$ cat src/rtl/regfile_write_arbiter.sv
// Write-port arbiter for the 4x8 register file: core write-back first, debug force-granted after starvation.
// Optional ARB_STATS_EN adds saturating force_count / dbg_writes counters.
module regfile_write_arbiter #(
    parameter int STARVE_LIMIT = 4
) (
    input  logic       clock,
    input  logic       reset,
    input  logic       core_regWrite,
    input  logic [1:0] core_regAlvo,
    input  logic [7:0] core_data,
    input  logic       dbg_valid,
    input  logic [1:0] dbg_addr,
    input  logic [7:0] dbg_data,
    output logic       dbg_ready,
    output logic       stall_core,
    output logic       rf_regWrite,
    output logic [1:0] rf_regAlvo,
    output logic [7:0] rf_data
`ifdef ARB_STATS_EN
    ,
    output logic [7:0] force_count,
    output logic [7:0] dbg_writes
`endif
);

    localparam int CNT_W = $clog2(STARVE_LIMIT + 1);

    typedef enum logic [1:0] {
        IDLE,
        WAIT,
        FORCE
    } state_t;

    state_t           state, state_nxt;
    logic [CNT_W-1:0] wait_cnt, cnt_nxt;
    logic             in_force;
    logic             blocked;
    logic             grant_dbg;

    always_comb begin
        in_force    = (state == FORCE);
        blocked     = dbg_valid & core_regWrite & ~in_force;
        grant_dbg   = dbg_valid & (~core_regWrite | in_force) & ~reset;
        dbg_ready   = grant_dbg;
        stall_core  = in_force & dbg_valid & ~reset;
        rf_regWrite = ~reset & (grant_dbg | core_regWrite);
        rf_regAlvo  = grant_dbg ? dbg_addr : core_regAlvo;
        rf_data     = grant_dbg ? dbg_data : core_data;
    end

    always_comb begin
        state_nxt = state;
        cnt_nxt   = wait_cnt;
        unique case (state)
            IDLE: begin
                cnt_nxt = '0;
                if (blocked) begin
                    if (STARVE_LIMIT == 1) begin
                        state_nxt = FORCE;
                    end else begin
                        state_nxt = WAIT;
                        cnt_nxt   = CNT_W'(1);
                    end
                end
            end
            WAIT: begin
                // Withdrawn or granted requests both fall out of !blocked here
                if (!blocked) begin
                    state_nxt = IDLE;
                    cnt_nxt   = '0;
                end else if (wait_cnt == CNT_W'(STARVE_LIMIT - 1)) begin
                    state_nxt = FORCE;
                    cnt_nxt   = '0;
                end else begin
                    cnt_nxt = wait_cnt + CNT_W'(1);
                end
            end
            FORCE: begin
                state_nxt = IDLE;
                cnt_nxt   = '0;
            end
            default: begin
                state_nxt = IDLE;
                cnt_nxt   = '0;
            end
        endcase
    end

    always_ff @(posedge clock) begin
        if (reset) begin
            state    <= IDLE;
            wait_cnt <= '0;
        end else begin
            state    <= state_nxt;
            wait_cnt <= cnt_nxt;
        end
    end

`ifdef ARB_STATS_EN
    always_ff @(posedge clock) begin
        if (reset) begin
            force_count <= '0;
            dbg_writes  <= '0;
        end else begin
            if (stall_core && force_count != 8'hFF)
                force_count <= force_count + 8'd1;
            if (grant_dbg && dbg_writes != 8'hFF)
                dbg_writes <= dbg_writes + 8'd1;
        end
    end
`endif

endmodule

$ cat config.mk
export PLATFORM = sky130hd
export DESIGN_NAME = regfile_write_arbiter
export DESIGN_NICKNAME = d
export VERILOG_FILES = /design/src/rtl/regfile_write_arbiter.sv
export SDC_FILE = /design/constraint.sdc
export NUM_CORES = 1
export LEC_CHECK = 0
export BUFFER_PORTS_ARGS = -buffer_cell sky130_fd_sc_hd__buf_2
export CAP_MARGIN = 0
export CORE_AREA = 4 4 41 43
export DETAILED_ROUTE_END_ITERATION = 8
export DIE_AREA = 0 0 45 47
export HOLD_SLACK_MARGIN = 0.12
export MAX_ROUTING_LAYER = met4
export PLACE_DENSITY = 0.77
export SLEW_MARGIN = 20
export SYNTH_ARGS = -nofsm -noshare
export SYNTH_HDL_FRONTEND = slang
export SYNTH_SLANG_ARGS = --single-unit
$ cat constraint.sdc
create_clock -name clock -period 1.25 [get_ports clock]
set_input_delay 0.25 -clock clock [delete_from_list [all_inputs] [get_ports clock]]
set_output_delay 0.25 -clock clock [all_outputs]
set_load 0.01 [all_outputs]
======== Yosys cells after proc, flatten, opt, wreduce, memory -nomap -nowiden ========
Cells that the tools add are included.
storage, ports and cells
  flip-flop bits (word level) ............. 5
  output and inout bits ................... 13
  logic and storage cells ................. 32
  input port bits ......................... 24
operators by class
  bitwise gates (word level) .............. 12
  reductions and logical operators ........ 2
  eq/ne operators ......................... 5
  $add $sub $neg .......................... 1
  multiplexer cells ....................... 10
operators by type and width
  kind                                           count
  2-to-1 mux 2 bit                               4
  2-to-1 mux 8 bit                               1
  AND 1 bit                                      7
  2-to-1 mux 3 bit                               2
  case mux 3 bit (2 select lines)                1
  case mux 2 bit (2 select lines)                1
  adder 3 x 1 -> 3 bit, second input constant    1
  == test 3 x 2 -> 1 bit, second input constant  1
  inequality test 3 bit, second input constant   1
  NOT 1 bit                                      3
  == test 2 x 1 -> 1 bit, second input constant  1
  == test 2 bit, second input constant           1
  logical NOT 2 bit                              1
  inequality test 2 bit, second input constant   1
  bitwise OR 1 bit                               2
  AND reduction 2 bit                            1
  2-to-1 mux 1 bit                               1

======== Depth between registers and ports, before layout ========
Gate-level depths: netlist of run 1.
  depth after elaboration ................. 6
  mapped depth ............................ 4

======== Least setup slack after synthesis of run 1 ========
OpenSTA, ideal clock, no wires.
  kind .................................... register -> output
  start point ............................. register state[0]
  end point ............................... output rf_data[0]
  buffers on the path ..................... 1
  setup slack ............................. -0.098 ns
  arrival time ............................ 1.098 ns
  cell stages (with the launch flop) ...... 5
  path through ............................ dfxtp_1 nand2b_4 a21oi_4 buf_12 mux2_4
between the ends
  word-level cells in the longest chain between the ends .. 5
RTL lines
  element                  line  RTL
  from (decl)              34    state_t state, state_nxt;
  from (signal assigned)   94    state <= state_nxt;
  == test 2 bit            41    in_force = (state == FORCE);
  bitwise OR 1 bit         43    grant_dbg = dbg_valid & (~core_regWrite | in_force) & ~reset;
  AND 1 bit (2 in series)  43
  via dbg_ready            14    output logic dbg_ready,
  2-to-1 mux 8 bit         48    rf_data = grant_dbg ? dbg_data : core_data;
  to (decl)                18    output logic [7:0] rf_data
The timed path passes the listed nets, and every way through them passes these cells.

======== Final worst setup path of run 1 ========
  start point ............................. register state[0]
  end point ............................... output rf_data[4]
between the ends
  word-level cells in the longest chain between the ends .. 5
RTL lines
  element                  line
  == test 2 bit            41
  bitwise OR 1 bit         43
  AND 1 bit (2 in series)  43
  2-to-1 mux 8 bit         48
Every way passes these cells.

==> metrics.md, run 1 <==
| Metric | Value |
|---|---|
| Setup slack of the most critical reg-to-reg path | `220 ps` |
| Power density over cell area | `735 mW/mm²` |
| Least setup slack across all paths after layout | `-444 ps` |
| Core area | `0.00130 mm²` |
| Post-detailed-route count of antenna-violating nets | `0` |
| Slew Limit Fails | `0` |
| Filler-free cell count of the finished design | `96` |
| Initial antenna violation count | `0` |
| Final worst path period share | `136%` |
| Cts bufs inserted | `3` |
| Insertion delay to the later sink of the worst-skew pair | `240 ps` |
| Mapped cell area | `402 µm²` |
| Number of clock sinks seen by CTS | `5` |
| Number of distinct library cells after synthesis | `16` |
| Detail Placement HPWL | `908 µm` |
| First-pass GRT wire length | `1.73 mm` |
| Count of pins on the block boundary | `37` |
| Pre-CTS worst setup slack | `-345 ps` |
| Ratio of cells with drive above 1 in the final layout | `70.4%` |
| Run status | `finished with violations` |
| Sequential group share of total power | `31.1%` |
| Cells after synthesis | `36` |
| Number of failing setup endpoints in the final timing report | `11` |
| Number of max-cap violations | `0` |
| Ys Warns | `0` |
| Gpl congestion | `0.664` |
| Number of iterations in the first detailed-routing pass | `1` |
| Starting Density | `30.9%` |
| Leftover overflow at the end of global routing | `0` |
| Capturing element of the worst setup path | `rf_data[4]` |
| Clock network fraction of total power | `34.5%` |
| Mean post-synth cell area | `11.2 µm²` |
| H-tree depth | `1` |
| Max Fanout on Critical Path | `9` |
| Die X-Extent | `45 µm` |
| Clock tree from TritonCTS | `done` |
| Number of hold violations in the final report | `0` |
| Worst Skew | `0.844 ps` |
| Worst hold-check path type | `reg -> reg` |
| Period minus WS final | `1690 ps` |
| Launch point of the worst reg-to-reg path | `wait_cnt[0]$_SDFF_PP0_` |
| DRT iter0 DRCs | `0` |
| Die height | `47 µm` |
| Worst reg2reg path endpoint | `wait_cnt[0]$_SDFF_PP0_` |
| Synthesis-to-layout area growth | `79.8%` |
| Die outline area | `0.00212 mm²` |
| Post-cts hold buffer count | `0` |
| Switching fraction of total power | `24.3%` |
| Pin count of the biggest net entering global routing | `10` |
| Port bufs | `36` |
| Number of cells on the worst reg-to-reg path | `4` |
| Share of synthesized area occupied by flip-flops and latches | `24.9%` |
| CP endpoint kind | `output port` |
| Leakage power of the design | `0.000368 µW` |
| Crit Path Class | `reg -> out` |
| Via count of the first global-routing pass | `391` |
| Internal power summed over all cells | `402 µW` |
| Layout Nets | `107` |
| Combinational Power Share | `34.5%` |
| Row count | `13` |
| Mapped Nets | `61` |
| Number of placed instances, taps included | `90` |
| Total routed wirelength | `1.17 mm` |
| VDD IR max | `469 µV` |
| Sw Pwr | `129 µW` |
| Highest clock frequency the design can meet | `590 MHz` |
| Total track usage | `12.1%` |
| Slew at the pin with the worst max-slew slack | `155 ps` |
| Root buffer selected by CTS | `clkbuf_4` |
| Worst Path Arrival | `1440 ps` |
| Crit path from | `state[0]$_SDFFE_PP0P_` |
| Maximum number of buffers from clock root to sink | `2` |
| Average wire per standard cell | `12.2 µm` |
| Remaining routing DRC violations | `0` |
| Detailed-route via count | `432` |
| Yosys reg bits | `5` |
| WP data required | `1000 ps` |
| Antenna diode count | `0` |
| Failing checks | `setup timing` |
| Clock edge transition at the registers on the reported setup and hold paths | `40 ps` |
| Launching element type of the critical path | `flip-flop` |
| Vias per cell | `4.50` |
| Headroom to the max-slew limit | `89.6%` |
| Setup repair after global routing missed its margin | `true` |
==> layout make-up <==
cell class | instances | area [µm²]
clock buffers | 4 | 26.3
fillers | 123 | 579
multi-input cells | 30 | 282
flip-flops and latches | 5 | 101
well taps | 15 | 18.8
repair buffers | 42 | 294
==> how the worst min path moves through the flow <==
stage / start / endpoint / slack, ps / cells past startpoint
3_5_place_dp: wait_cnt[2]$_SDFF_PP0_ / wait_cnt[2]$_SDFF_PP0_ / 480 / 1
5_1_grt: reset / wait_cnt[0]$_SDFF_PP0_ / 500 / 3
3_3_place_gp: wait_cnt[2]$_SDFF_PP0_ / wait_cnt[2]$_SDFF_PP0_ / 470 / 1
2_1_floorplan: state[0]$_SDFFE_PP0P_ / state[0]$_SDFFE_PP0P_ / 430 / 1
4_1_cts: reset / wait_cnt[0]$_SDFF_PP0_ / 480 / 3
6_report: wait_cnt[2]$_SDFF_PP0_ / wait_cnt[2]$_SDFF_PP0_ / 480 / 1
==> Yosys cell counts (all sizes together) <==
| master | count | area [µm²] |
|---|---|---|
| nor3b | 1 | 7.51 |
| buf | 1 | 20.0 |
| dfxtp | 5 | 100 |
| a21boi | 1 | 7.51 |
| o21a | 1 | 7.51 |
| nor2 | 6 | 22.5 |
| a21oi | 2 | 21.3 |
| nor2b | 1 | 6.26 |
| ha | 1 | 12.5 |
| mux2 | 10 | 146 |
| nand2b | 3 | 26.3 |
| nand2 | 3 | 11.3 |
| and4bb | 1 | 12.5 |
==> worst max-delay path: stages, from the launching register on <==
cell and delay [ps]:
dfxtp_2 310, nand2b_4 140, a21oi_4 160, buf_12 160, mux2_4 310, buf_6 120
==> per-layer routing <==
metal | wire length (µm) | global-route usage, % | part of all wire, %
met4 | 17 | 8.77 | 1.5
met3 | 236 | 4.60 | 20
met2 | 559 | 21.8 | 48
met5 | 0 | - | 0
met1 | 354 | 10.0 | 30
==> state kept, by name (all words and copies together), names as in the netlist <==
name and count:
state 2, wait_cnt 3
==> per-stage QoR <==
stage | utilization, % | area (µm²) | power [µW] | TNS (ps) | hold slack (ps)
3_5_place_dp | 48.0 | 624 | 318 | -3220 | 479
5_1_grt | 55.5 | 722 | 565 | -5240 | 501
2_1_floorplan | - | 403 | 244 | -635 | 430
4_1_cts | 55.5 | 722 | 542 | -5060 | 482
3_3_place_gp | 48.0 | 624 | 314 | -2810 | 475
6_report | 55.5 | 722 | 531 | -4550 | 484
==> power groups by stage <==
stage	clock network, µW	registers [µW]	logic, µW
after floorplan	0	168	76.4
after global placement	0	167	147
after detailed placement	0	168	151
after CTS	195	165	182
after global routing	204	165	195
final	183	165	183
==> repair_timing <==
| action | 4_1_cts | 5_1_grt |
|---|---|---|
| buffers inserted | 2 | 0 |
| pin swaps | 1 | 1 |
| endpoints found under the setup margin | 11 | 11 |
| cloned | 0 | 0 |
| hold endpoints to repair | 0 | 0 |
| gates resized for setup | 9 | 0 |
==> kinds of logic (layout without fill, tap and decap cells) <==
| kind of cell | after synthesis | in the layout | share of synthesized area, % |
|---|---|---|---|
| DFF | 5 | 5 | 24.9 |
| and+or+nand+nor | 15 | 15 | 21.5 |
| AOI/OAI and AO/OA | 4 | 4 | 9.04 |
| adders and majority gates | 1 | 1 | 3.11 |
| muxes | 10 | 10 | 36.4 |
| buffers and inverters | 1 | 46 | 4.98 |
==> cell usage in the layout (no fill, tap or decap), drive strengths merged <==
master  instances
and4bb          1
nor2b           1
mux2           10
nor3b           1
nand2           3
o21a            1
dfxtp           5
nand2b          3
a21oi           2
nor2            6
buf            42
ha              1
clkbuf          4
a21boi          1
(Power assumes the default switching activity.)
==> run 2: changes to the inputs <==
clock period = 1.5 ns   (was 1.25 ns; I/O delays follow)
==> metrics.md, run 2 (synthesis gave the netlist of run 1 again) <==
| Metric | Value |
|---|---|
| Run status | `finished with violations (unchanged)` |
| Failing checks | `setup timing (unchanged)` |
| Launching element type of the critical path | `flip-flop (unchanged)` |
| Setup slack of the most critical reg-to-reg path | `460 ps (was 220 ps)` |
| Total routed wirelength | `1.24 mm (was 1.17 mm)` |
| Maximum single-stage delay on the critical path | `310 ps (about the same)` |
| Die X-Extent | `45 µm (unchanged)` |
| Max Fanout on Critical Path | `10 (was 9)` |
| Ratio of cells with drive above 1 in the final layout | `70.0% (was 70.4%)` |
| First-pass GRT wire length | `1.89 mm (was 1.73 mm)` |
| Slew Limit Fails | `0 (unchanged)` |
| Leftover overflow at the end of global routing | `0 (unchanged)` |
| Average wire per standard cell | `13.0 µm (was 12.2 µm)` |
| Pin count of the biggest net entering global routing | `11 (was 10)` |
| Remaining routing DRC violations | `0 (unchanged)` |
| Worst Path Arrival | `1470 ps (was 1440 ps)` |
| Root buffer selected by CTS | `clkbuf_4 (unchanged)` |
| Most frequent standard cell in the layout excluding fill and tap cells | `buf_2 (unchanged)` |
| CP endpoint kind | `output port (unchanged)` |
| Highest clock frequency the design can meet | `565 MHz` |
| DRT iter0 DRCs | `1 (was 0)` |
| Setup repair after global routing missed its margin | `true (unchanged)` |
| Setup TNS after final layout | `-2570 ps (was -4550 ps)` |
| Least setup slack across all paths after layout | `-268 ps (was -444 ps)` |
| Clock edge transition at the registers on the reported setup and hold paths | `40 ps (about the same)` |
| Cts bufs inserted | `3 (unchanged)` |
| Synthesis-to-layout area growth | `77.9% (was 79.8%)` |
| Insertion delay to the later sink of the worst-skew pair | `240 ps (about the same)` |
| Highest routing layer actually used | `met4 (unchanged)` |
| H-tree depth | `1 (unchanged)` |
| Area of all placed cells without fillers | `714 µm² (was 722 µm²)` |
| Final worst path period share | `118%` |
| Layout Nets | `106 (was 107)` |
| Wire length on met3 | `219 µm (was 236 µm)` |
| Number of iterations in the first detailed-routing pass | `4 (was 1)` |
| Post-detailed-route count of antenna-violating nets | `0 (unchanged)` |
| Headroom to the max-slew limit | `90.3% (was 89.6%)` |
| Slew at the pin with the worst max-slew slack | `145 ps (was 155 ps)` |
| Pwr Total | `444 µW (was 531 µW)` |
| Number of clock sinks seen by CTS | `5 (unchanged)` |
| Worst Skew | `3.68 ps (was 0.844 ps)` |
| Register with the most flip-flops | `wait_cnt (unchanged)` |
| Detail Placement HPWL | `967 µm (was 908 µm)` |
| VDD IR max | `457 µV (was 469 µV)` |
| Power density over cell area | `622 mW/mm² (was 735 mW/mm²)` |
| Number of hold violations in the final report | `0 (unchanged)` |
| Most frequent cells in the layout | `27 x buf_2, 9 x mux2_4, 9 x buf_6, 6 x nor2_1 (was 27 x buf_2, 9 x mux2_4, 9 x buf_6, 6 x nor2_1, 5 x buf_4)` |
| Gpl congestion | `0.721 (was 0.664)` |
| Highest-delay cell along the critical path | `dfxtp_2 (unchanged)` |
| Die outline area | `0.00212 mm² (unchanged)` |
| Number of cells on the worst reg-to-reg path | `4 (unchanged)` |
| WP data required | `1200 ps (was 1000 ps)` |
| Registers with the most flip-flops | `wait_cnt (3), state (2) (unchanged)` |
| Detailed-route via count | `436 (was 432)` |
| Row count | `13 (unchanged)` |
| Flip-flop count of the largest register after layout | `3 (unchanged)` |
| Leakage power of the design | `0.000363 µW (was 0.000368 µW)` |
| Routed metal-1 wire length | `369 µm (was 354 µm)` |
| Clock tree from TritonCTS | `done (unchanged)` |
| Antenna diode count | `0 (unchanged)` |
| Pre-CTS worst setup slack | `-170 ps (was -345 ps)` |
| Die height | `47 µm (unchanged)` |
| Number of max-cap violations | `0 (unchanged)` |
| Vias per cell | `4.59 (was 4.50)` |
| Starting Density | `30.9% (unchanged)` |
| Hold Crit Depth | `1 (unchanged)` |
| Met2 wire length | `611 µm (was 559 µm)` |
| Period minus WS final | `1770 ps` |
| Worst hold-check path type | `reg -> reg (unchanged)` |
| Core area | `0.00130 mm² (unchanged)` |
| Initial antenna violation count | `0 (unchanged)` |
| Count of pins on the block boundary | `37 (unchanged)` |
| Via count of the first global-routing pass | `440 (was 391)` |
| Total track usage | `13.7% (was 12.1%)` |
| Number of failing setup endpoints in the final timing report | `10 (was 11)` |
| Maximum number of buffers from clock root to sink | `2 (unchanged)` |
| Area after DPL | `623 µm² (was 624 µm²)` |
| CP Cell Sequence | `nand2b_4 > a21oi_4 > buf_12 > mux2_4 > buf_6 (unchanged)` |
| Port bufs | `36 (unchanged)` |
| Crit Path Class | `reg -> out (unchanged)` |
-- run 2: layout make-up --
| class | instances | area (µm²) |
|---|---|---|
| multi-input combinational | 30 | 282 |
| fill | 124 | 587 |
| sequential | 5 | 101 |
| clock buffer | 4 | 26.3 |
| tap | 15 | 18.8 |
| timing repair buffer | 41 | 287 |
-- run 2: routing by layer --
layer	global-route usage (%)	up-vias
met3	4.60	4
met4	12.3	0
met1	9.11	186
li1	-	214
met5	-	-
met2	26.8	32
-- run 2: timing repair --
item                                    in CTS  in global routing
endpoints found under the setup margin      10                 11
hold buffers                                 0                  0
buffers inserted                             1                  0
resized for setup                            9                  1
-- run 2: report_power, final --
part,switching (µW),total (µW),internal (µW)
Sequential,1.34,137,136
Clock,55.0,156,101
Combinational,54.1,152,97.4
Total,110,444,334
-- run 2: worst max-delay path: cells and delay by family (launching register included) --
| kind | cells | cell delay (ps) |
|---|---|---|
| mux | 1 | 310 |
| compound gates | 1 | 180 |
| simple gates | 1 | 140 |
| flops | 1 | 310 |
| buf+inv | 2 | 280 |
-- run 2: path summary, 6_finish.rpt --
| check | start | endpoint |
|---|---|---|
| max | state[0]$_SDFFE_PP0P_ | rf_regAlvo[0] |
| min | wait_cnt[2]$_SDFF_PP0_ | wait_cnt[2]$_SDFF_PP0_ |
| max reg2reg | wait_cnt[0]$_SDFF_PP0_ | wait_cnt[0]$_SDFF_PP0_ |
| min reg2reg | wait_cnt[2]$_SDFF_PP0_ | wait_cnt[2]$_SDFF_PP0_ |
-- run 2: through the flow --
step                      utilization (%)  hold WS (ps)  cells
after floorplan                         -           464     36
after global placement               47.9           476     90
after detailed placement             47.9           487     90
after CTS                            54.8           493     95
after global routing                 54.9           504     95
final                                54.9           486     95
